--- src/rtl/fluxo_dados_n.sv ---
`default_nettype none
// ============================================================================
// Module   : fluxo_dados_n
// Brief    : Parametrised memory-game datapath: address/sequence counters,
//            jogada register, sequence RAM, edge detector and timers.
//            Optional response timeout built only with FLUXO_DADOS_N_TIMEOUT_EN.
// Revision : 1.0 - initial release
// ============================================================================
module fluxo_dados_n #(
  parameter int N_BOTOES    = 4,
  parameter int DEPTH       = 16,
  parameter int TIMEOUT_CYC = 5000,
  parameter int SHOW_CYC    = 500,
  localparam int ADDR_W     = (DEPTH > 1) ? $clog2(DEPTH) : 1
) (
  input  logic                clock,
  input  logic                reset,
  input  logic [N_BOTOES-1:0] botoes,
  input  logic                zeraE,
  input  logic                contaE,
  input  logic                zeraS,
  input  logic                contaS,
  input  logic                zeraR,
  input  logic                registraR,
  input  logic                escreveM,
  input  logic                zeraTMR,
  input  logic                contaTMR,
  output logic                fimE,
  output logic                fimS,
  output logic                fimTMR,
  output logic                jogada_feita,
  output logic                jogada_valida,
  output logic                chavesIgualMemoria,
  output logic                enderecoIgualSequencia,
  output logic                enderecoMenorSequencia,
  output logic                timeout,
  output logic [N_BOTOES-1:0] leds,
  output logic [ADDR_W-1:0]   db_endereco,
  output logic [ADDR_W-1:0]   db_sequencia,
  output logic [N_BOTOES-1:0] db_jogada,
  output logic [N_BOTOES-1:0] db_memoria,
  output logic                db_tem_jogada
);

  localparam int c_SHOW_W = (SHOW_CYC > 1) ? $clog2(SHOW_CYC) : 1;
  localparam logic [ADDR_W-1:0]   c_ADDR_LAST = ADDR_W'(DEPTH - 1);
  localparam logic [c_SHOW_W-1:0] c_SHOW_LAST = c_SHOW_W'(SHOW_CYC - 1);

  logic [ADDR_W-1:0]   r_endereco;
  logic [ADDR_W-1:0]   r_sequencia;
  logic [N_BOTOES-1:0] r_jogada;
  logic [N_BOTOES-1:0] r_mem_q;
  logic [N_BOTOES-1:0] r_mem [DEPTH];
  logic                r_tem_q;
  logic [c_SHOW_W-1:0] r_tmr;
  logic                w_tem_jogada;

  assign w_tem_jogada = |botoes;

  always_ff @(posedge clock or negedge reset) begin
    if (!reset) begin
      r_endereco <= '0;
    end else if (zeraE) begin
      r_endereco <= '0;
    end else if (contaE) begin
      r_endereco <= (r_endereco == c_ADDR_LAST) ? '0 : r_endereco + 1'b1;
    end
  end

  always_ff @(posedge clock or negedge reset) begin
    if (!reset) begin
      r_sequencia <= '0;
    end else if (zeraS) begin
      r_sequencia <= '0;
    end else if (contaS) begin
      r_sequencia <= (r_sequencia == c_ADDR_LAST) ? '0 : r_sequencia + 1'b1;
    end
  end

  always_ff @(posedge clock or negedge reset) begin
    if (!reset) begin
      r_jogada <= '0;
    end else if (zeraR) begin
      r_jogada <= '0;
    end else if (registraR) begin
      r_jogada <= botoes;
    end
  end

  // Storage array is intentionally not reset so the sequence survives a reset.
  always_ff @(posedge clock) begin
    if (escreveM) begin
      r_mem[r_endereco] <= r_jogada;
    end
  end

  // Write-first read port: a write shows up on db_memoria on the next cycle.
  always_ff @(posedge clock or negedge reset) begin
    if (!reset) begin
      r_mem_q <= '0;
    end else if (escreveM) begin
      r_mem_q <= r_jogada;
    end else begin
      r_mem_q <= r_mem[r_endereco];
    end
  end

  always_ff @(posedge clock or negedge reset) begin
    if (!reset) begin
      r_tem_q <= 1'b0;
    end else begin
      r_tem_q <= w_tem_jogada;
    end
  end

  always_ff @(posedge clock or negedge reset) begin
    if (!reset) begin
      r_tmr <= '0;
    end else if (zeraTMR) begin
      r_tmr <= '0;
    end else if (contaTMR) begin
      r_tmr <= (r_tmr == c_SHOW_LAST) ? '0 : r_tmr + 1'b1;
    end
  end

`ifdef FLUXO_DADOS_N_TIMEOUT_EN
  localparam int c_TO_W = (TIMEOUT_CYC > 1) ? $clog2(TIMEOUT_CYC) : 1;
  localparam logic [c_TO_W-1:0] c_TO_LAST = c_TO_W'(TIMEOUT_CYC - 1);

  logic [c_TO_W-1:0] r_to_cnt;
  logic              r_timeout;

  // Counter parks at its terminal value; the sticky flag then freezes it.
  always_ff @(posedge clock or negedge reset) begin
    if (!reset) begin
      r_to_cnt  <= '0;
      r_timeout <= 1'b0;
    end else if (zeraE || contaE) begin
      r_to_cnt  <= '0;
      r_timeout <= 1'b0;
    end else begin
      if (r_to_cnt == c_TO_LAST) begin
        r_timeout <= 1'b1;
      end else if (!w_tem_jogada && !r_timeout) begin
        r_to_cnt <= r_to_cnt + 1'b1;
      end
    end
  end

  assign timeout = r_timeout;
`else
  assign timeout = 1'b0;
`endif

  assign fimE                   = (r_endereco == c_ADDR_LAST);
  assign fimS                   = (r_sequencia == c_ADDR_LAST);
  assign fimTMR                 = (r_tmr == c_SHOW_LAST);
  assign jogada_feita           = w_tem_jogada & ~r_tem_q;
  assign jogada_valida          = (r_jogada != '0) &&
                                  ((r_jogada & (r_jogada - N_BOTOES'(1))) == '0);
  assign chavesIgualMemoria     = (r_jogada == r_mem_q);
  assign enderecoIgualSequencia = (r_endereco == r_sequencia);
  assign enderecoMenorSequencia = (r_endereco < r_sequencia);
  assign leds                   = contaTMR ? r_mem_q : '0;
  assign db_endereco            = r_endereco;
  assign db_sequencia           = r_sequencia;
  assign db_jogada              = r_jogada;
  assign db_memoria             = r_mem_q;
  assign db_tem_jogada          = w_tem_jogada;

endmodule
`default_nettype wire

--- config.mk ---
export PLATFORM = sky130hd
export DESIGN_NAME = fluxo_dados_n
export DESIGN_NICKNAME = d
export VERILOG_FILES = /design/src/rtl/fluxo_dados_n.sv
export SDC_FILE = /design/constraint.sdc
export NUM_CORES = 1
export LEC_CHECK = 0
export BUFFER_PORTS_ARGS = -buffer_cell sky130_fd_sc_hd__buf_2
export CAP_MARGIN = 10
export CORE_AREA = 2 2 87 89
export CTS_CLUSTER_DIAMETER = 200
export DETAILED_ROUTE_END_ITERATION = 8
export DIE_AREA = 0 0 89 91
export GPL_ROUTABILITY_DRIVEN = 0
export PLACE_DENSITY = 0.78
export RECOVER_POWER = 25
export SLEW_MARGIN = 20
export SYNTH_ARGS = -nofsm -noshare
export SYNTH_HDL_FRONTEND = slang
export SYNTH_SLANG_ARGS = --single-unit
--- constraint.sdc ---
create_clock -name clock -period 2.85 [get_ports clock]
set_input_delay 0.1425 -clock clock [delete_from_list [all_inputs] [get_ports clock]]
set_output_delay 0.1425 -clock clock [all_outputs]
set_load 0.005 [all_outputs]
==> qor.csv <==
stage,metric,value,unit
status,status,finished with violations,
status,failing checks,"max-capacitance violations, max-slew violations",
placed_design,Place WS,735,ps
yosys,share of flip-flops with an asynchronous set or reset,28.9,%
power_and_ir_drop,Int Pwr,0.00186,W
yosys,syn_nets,325,
timing,max-slew violation count,27,
yosys,Post-Synth XOR/XNOR Area,2.79,%
power_and_ir_drop,VDD IR max,351,uV
power_and_ir_drop,Cell Pwr Density,544,nW/um2
yosys,Post-synth EDFFs,64,
power_and_ir_drop,Gate power share,7.6,%
timing,total negative setup slack,0,ps
grt,initial antenna violation count,0,
timing,final hold violation count,0,
yosys,Avg Inst Size Synth,13.6,um2
critical_path,Max stage delay on crit path,920,ps
yosys,Cells after Synth,300,
yosys,Simple-Gate Fraction of Synth Area,11.1,%
critical_path,WP data arrival,2220,ps
grt,vias in the first global route,2529,
floorplanning,# rows,31,
timing,Setup Viol. Count Final,0,
timing,RSZ-0062 raised after global routing,no,
critical_path,CP cell instances,inv_2 -> ha_1 -> nor2b_1 -> o21ai_0 -> nand2b_1 -> a21oi_1 -> buf_2,
power_and_ir_drop,Tot Pwr,0.00248,W
floorplanning,initial core utilization,57.2,%
timing,final worst slack,489,ps
yosys,largest family of logic cells by synthesized area,simple AND/OR/NAND/NOR gates,
floorplanning,Die W,89,um
placed_design,post-DP HPWL,5510,um
cells_and_area,most frequent cells in the layout,"edfxtp_1, buf_2, nor2_1",
power_and_ir_drop,Sw Ratio,25.1,%
timing,clk_skew,11.1,ps
critical_path,type of origin of the critical path,register,
yosys,fraction of synthesized area in multiplexers,10.3,%
power_and_ir_drop,Clock Power Share,32.8,%
route,First-pass DRT Iterations,5,
floorplanning,io pins,45,
critical_path,Critical Path RT,2710,ps
yosys,YS warnings,0,
power_and_ir_drop,Leak,1.75,nW
yosys,post-synthesis compound-gate area fraction,6.31,%
grt,largest net degree at the start of global routing,28,
route,DRC Markers,0,
route,Total Wirelength,8080,um
floorplanning,core footprint,7140,um2
timing,Worst Tran Pin Value,1510,ps
clock_tree,insertion delay to the later sink of the worst-skew pair,350,ps
grt,Tot GR Track Use,21.8,%
route,vias,2526,
route,antenna-violating nets left,0,
yosys,synthesized flop and latch total,90,
timing,min Tclk post-route,2360,ps
timing,period utilization,82.8,%
yosys,sequential fraction of the synthesis area,63.0,%
clock_tree,cts bufs inserted,9,
clock_tree,Bufs on Longest Clock Path,2,
yosys,synth top area cells,"edfxtp_1, dfrtp_1, mux2i_1",
power_and_ir_drop,switching power of the nets,0.000623,W
clock_tree,H-tree Lvls,3,
cells_and_area,Final nets,374,
timing,final hold slack,34.1,ps
grt,first-pass GRT wire length,13100,um
floorplanning,die span in y,91,um
clock_tree,TritonCTS clock tree,done,
cells_and_area,post-layout util,64.0,%
clock_tree,clk sinks,90,
placed_design,PortBufs,43,
critical_path,CP Class,reg -> out,
clock_tree,Post-CTS Repair Setup Buffers,0,
yosys,"Top FF cell, synth",edfxtp_1,
yosys,Syn Std Cell Area,4080,um2
timing,max_slew headroom,-0.513,%
timing,fmax,0.424,GHz
clock_tree,clock transition at the registers of the reported paths,100,ps
cells_and_area,"Area growth, synth to finish",11.8,%
route,drt wl/cell,17.8,um
hold_path,worst hold path type,in -> reg,
critical_path,Top delay family on crit path,flip-flops,
floorplanning,full die area,8100,um2
route,vias per inst,5.58,
critical_path,CP Capture Type,output port,
critical_path,Crit-path slowest cell,dfrtp_1,
critical_path,worst-path fanout max,24,
grt,grt ovf,0,
route,first-iteration detailed-routing DRC count,191,
clock_tree,clock tree root driver cell,clkbuf_8,
flow_run,Max Cap Viol,1,
clock_tree,post-CTS sizing,0,
power_and_ir_drop,sequential share of power,59.7,%
cells_and_area,n_diodes,0,
cells_and_area,fraction of layout cells with a size suffix above 1,18.6,%
yosys,adder-cell share of the synthesized area,3.06,%
critical_path,buffer and inverter count on the worst path,2,
yosys,"Distinct cells, synth",47,
yosys,cell taking the most area after synthesis,edfxtp_1,
clock_tree,post-cts hold buffer count,5,
cells_and_area,"commonest non-fill, non-tap cell in the layout",edfxtp_1,
yosys,post-synth top area share,47.1,%
## area by class of cell
class	count	area, um2
Clock inverter	6	57.6
Clock buffer	10	128
Multi-Input combinational cell	188	1370
Fill cell	575	2570
Sequential cell	90	2570
Tap cell	99	124
Timing Repair Buffer	49	268
Inverter	11	41.3
## final timing paths
check                                            from                      end  slack [ps]  depth (start not counted)
hold / removal                              botoes[3]        r_tem_q$_DFF_PN0_          30                          2
setup / recovery           db_endereco[0]$_DFFE_PN0P_   enderecoMenorSequencia         490                          7
max in group asynchronous                       reset  db_memoria[1]$_DFF_PN0_        1290                          2
min in group asynchronous                       reset        r_tem_q$_DFF_PN0_         680                          2
setup reg to reg           db_endereco[3]$_DFFE_PN0P_  db_memoria[2]$_DFF_PN0_         640                          4
hold reg to reg                  r_tmr[7]$_DFFE_PN0P_     r_tmr[7]$_DFFE_PN0P_         550                          2
## registers in the layout (all words and copies together) (netlist names)
name and cells:
db_jogada 4, db_sequencia 4, r_mem 64, db_endereco 4, r_tem_q 1, r_tmr 9, db_memoria 4
## logic make-up (layout without fill, tap and decap cells)
family,after synthesis,count (layout)
AOI/OAI and AO/OA,38,38
xor gates and xnor gates,13,13
DFF,90,90
adders and majority gates,10,10
other,1,1
buffers and inverters,22,76
and+or+nand+nor,90,90
muxes,36,36
## cells in the mapped netlist, types with 6 or more instances
| library cell | n |
|---|---|
| nand2_1 | 15 |
| dfrtp_1 | 26 |
| o21ai_0 | 8 |
| a21oi_1 | 8 |
| inv_1 | 10 |
| or3_1 | 6 |
| edfxtp_1 | 64 |
| xor2_1 | 9 |
| o22ai_1 | 8 |
| nor2_1 | 37 |
| mux2i_1 | 28 |
| ha_1 | 10 |
## power by group through the flow
stage	clock [W]	sequential [W]	combinational (W)
floorplan	0	0.00149	0.000126
global placement	0	0.00151	0.000179
detailed placement	0	0.00151	0.000184
CTS	0.000838	0.00148	0.000190
global route	0.000891	0.00149	0.000212
finish	0.000814	0.00148	0.000188
## routing by layer
metal,vias to the layer above,track usage [%],share of wire (%)
met5,-,0,0
met4,0,5.22,0.98
met3,10,5.00,5.5
met2,88,36.4,50
met1,1223,29.0,43
li1,1205,-,-
## stage by stage
stage	instance area, um2	instances
5_1_grt	4560	453
6_report	4560	453
4_1_cts	4570	453
2_1_floorplan	4080	300
3_5_place_dp	4330	432
3_3_place_gp	4330	432
Note: power is estimated with default switching activity, not from simulation.
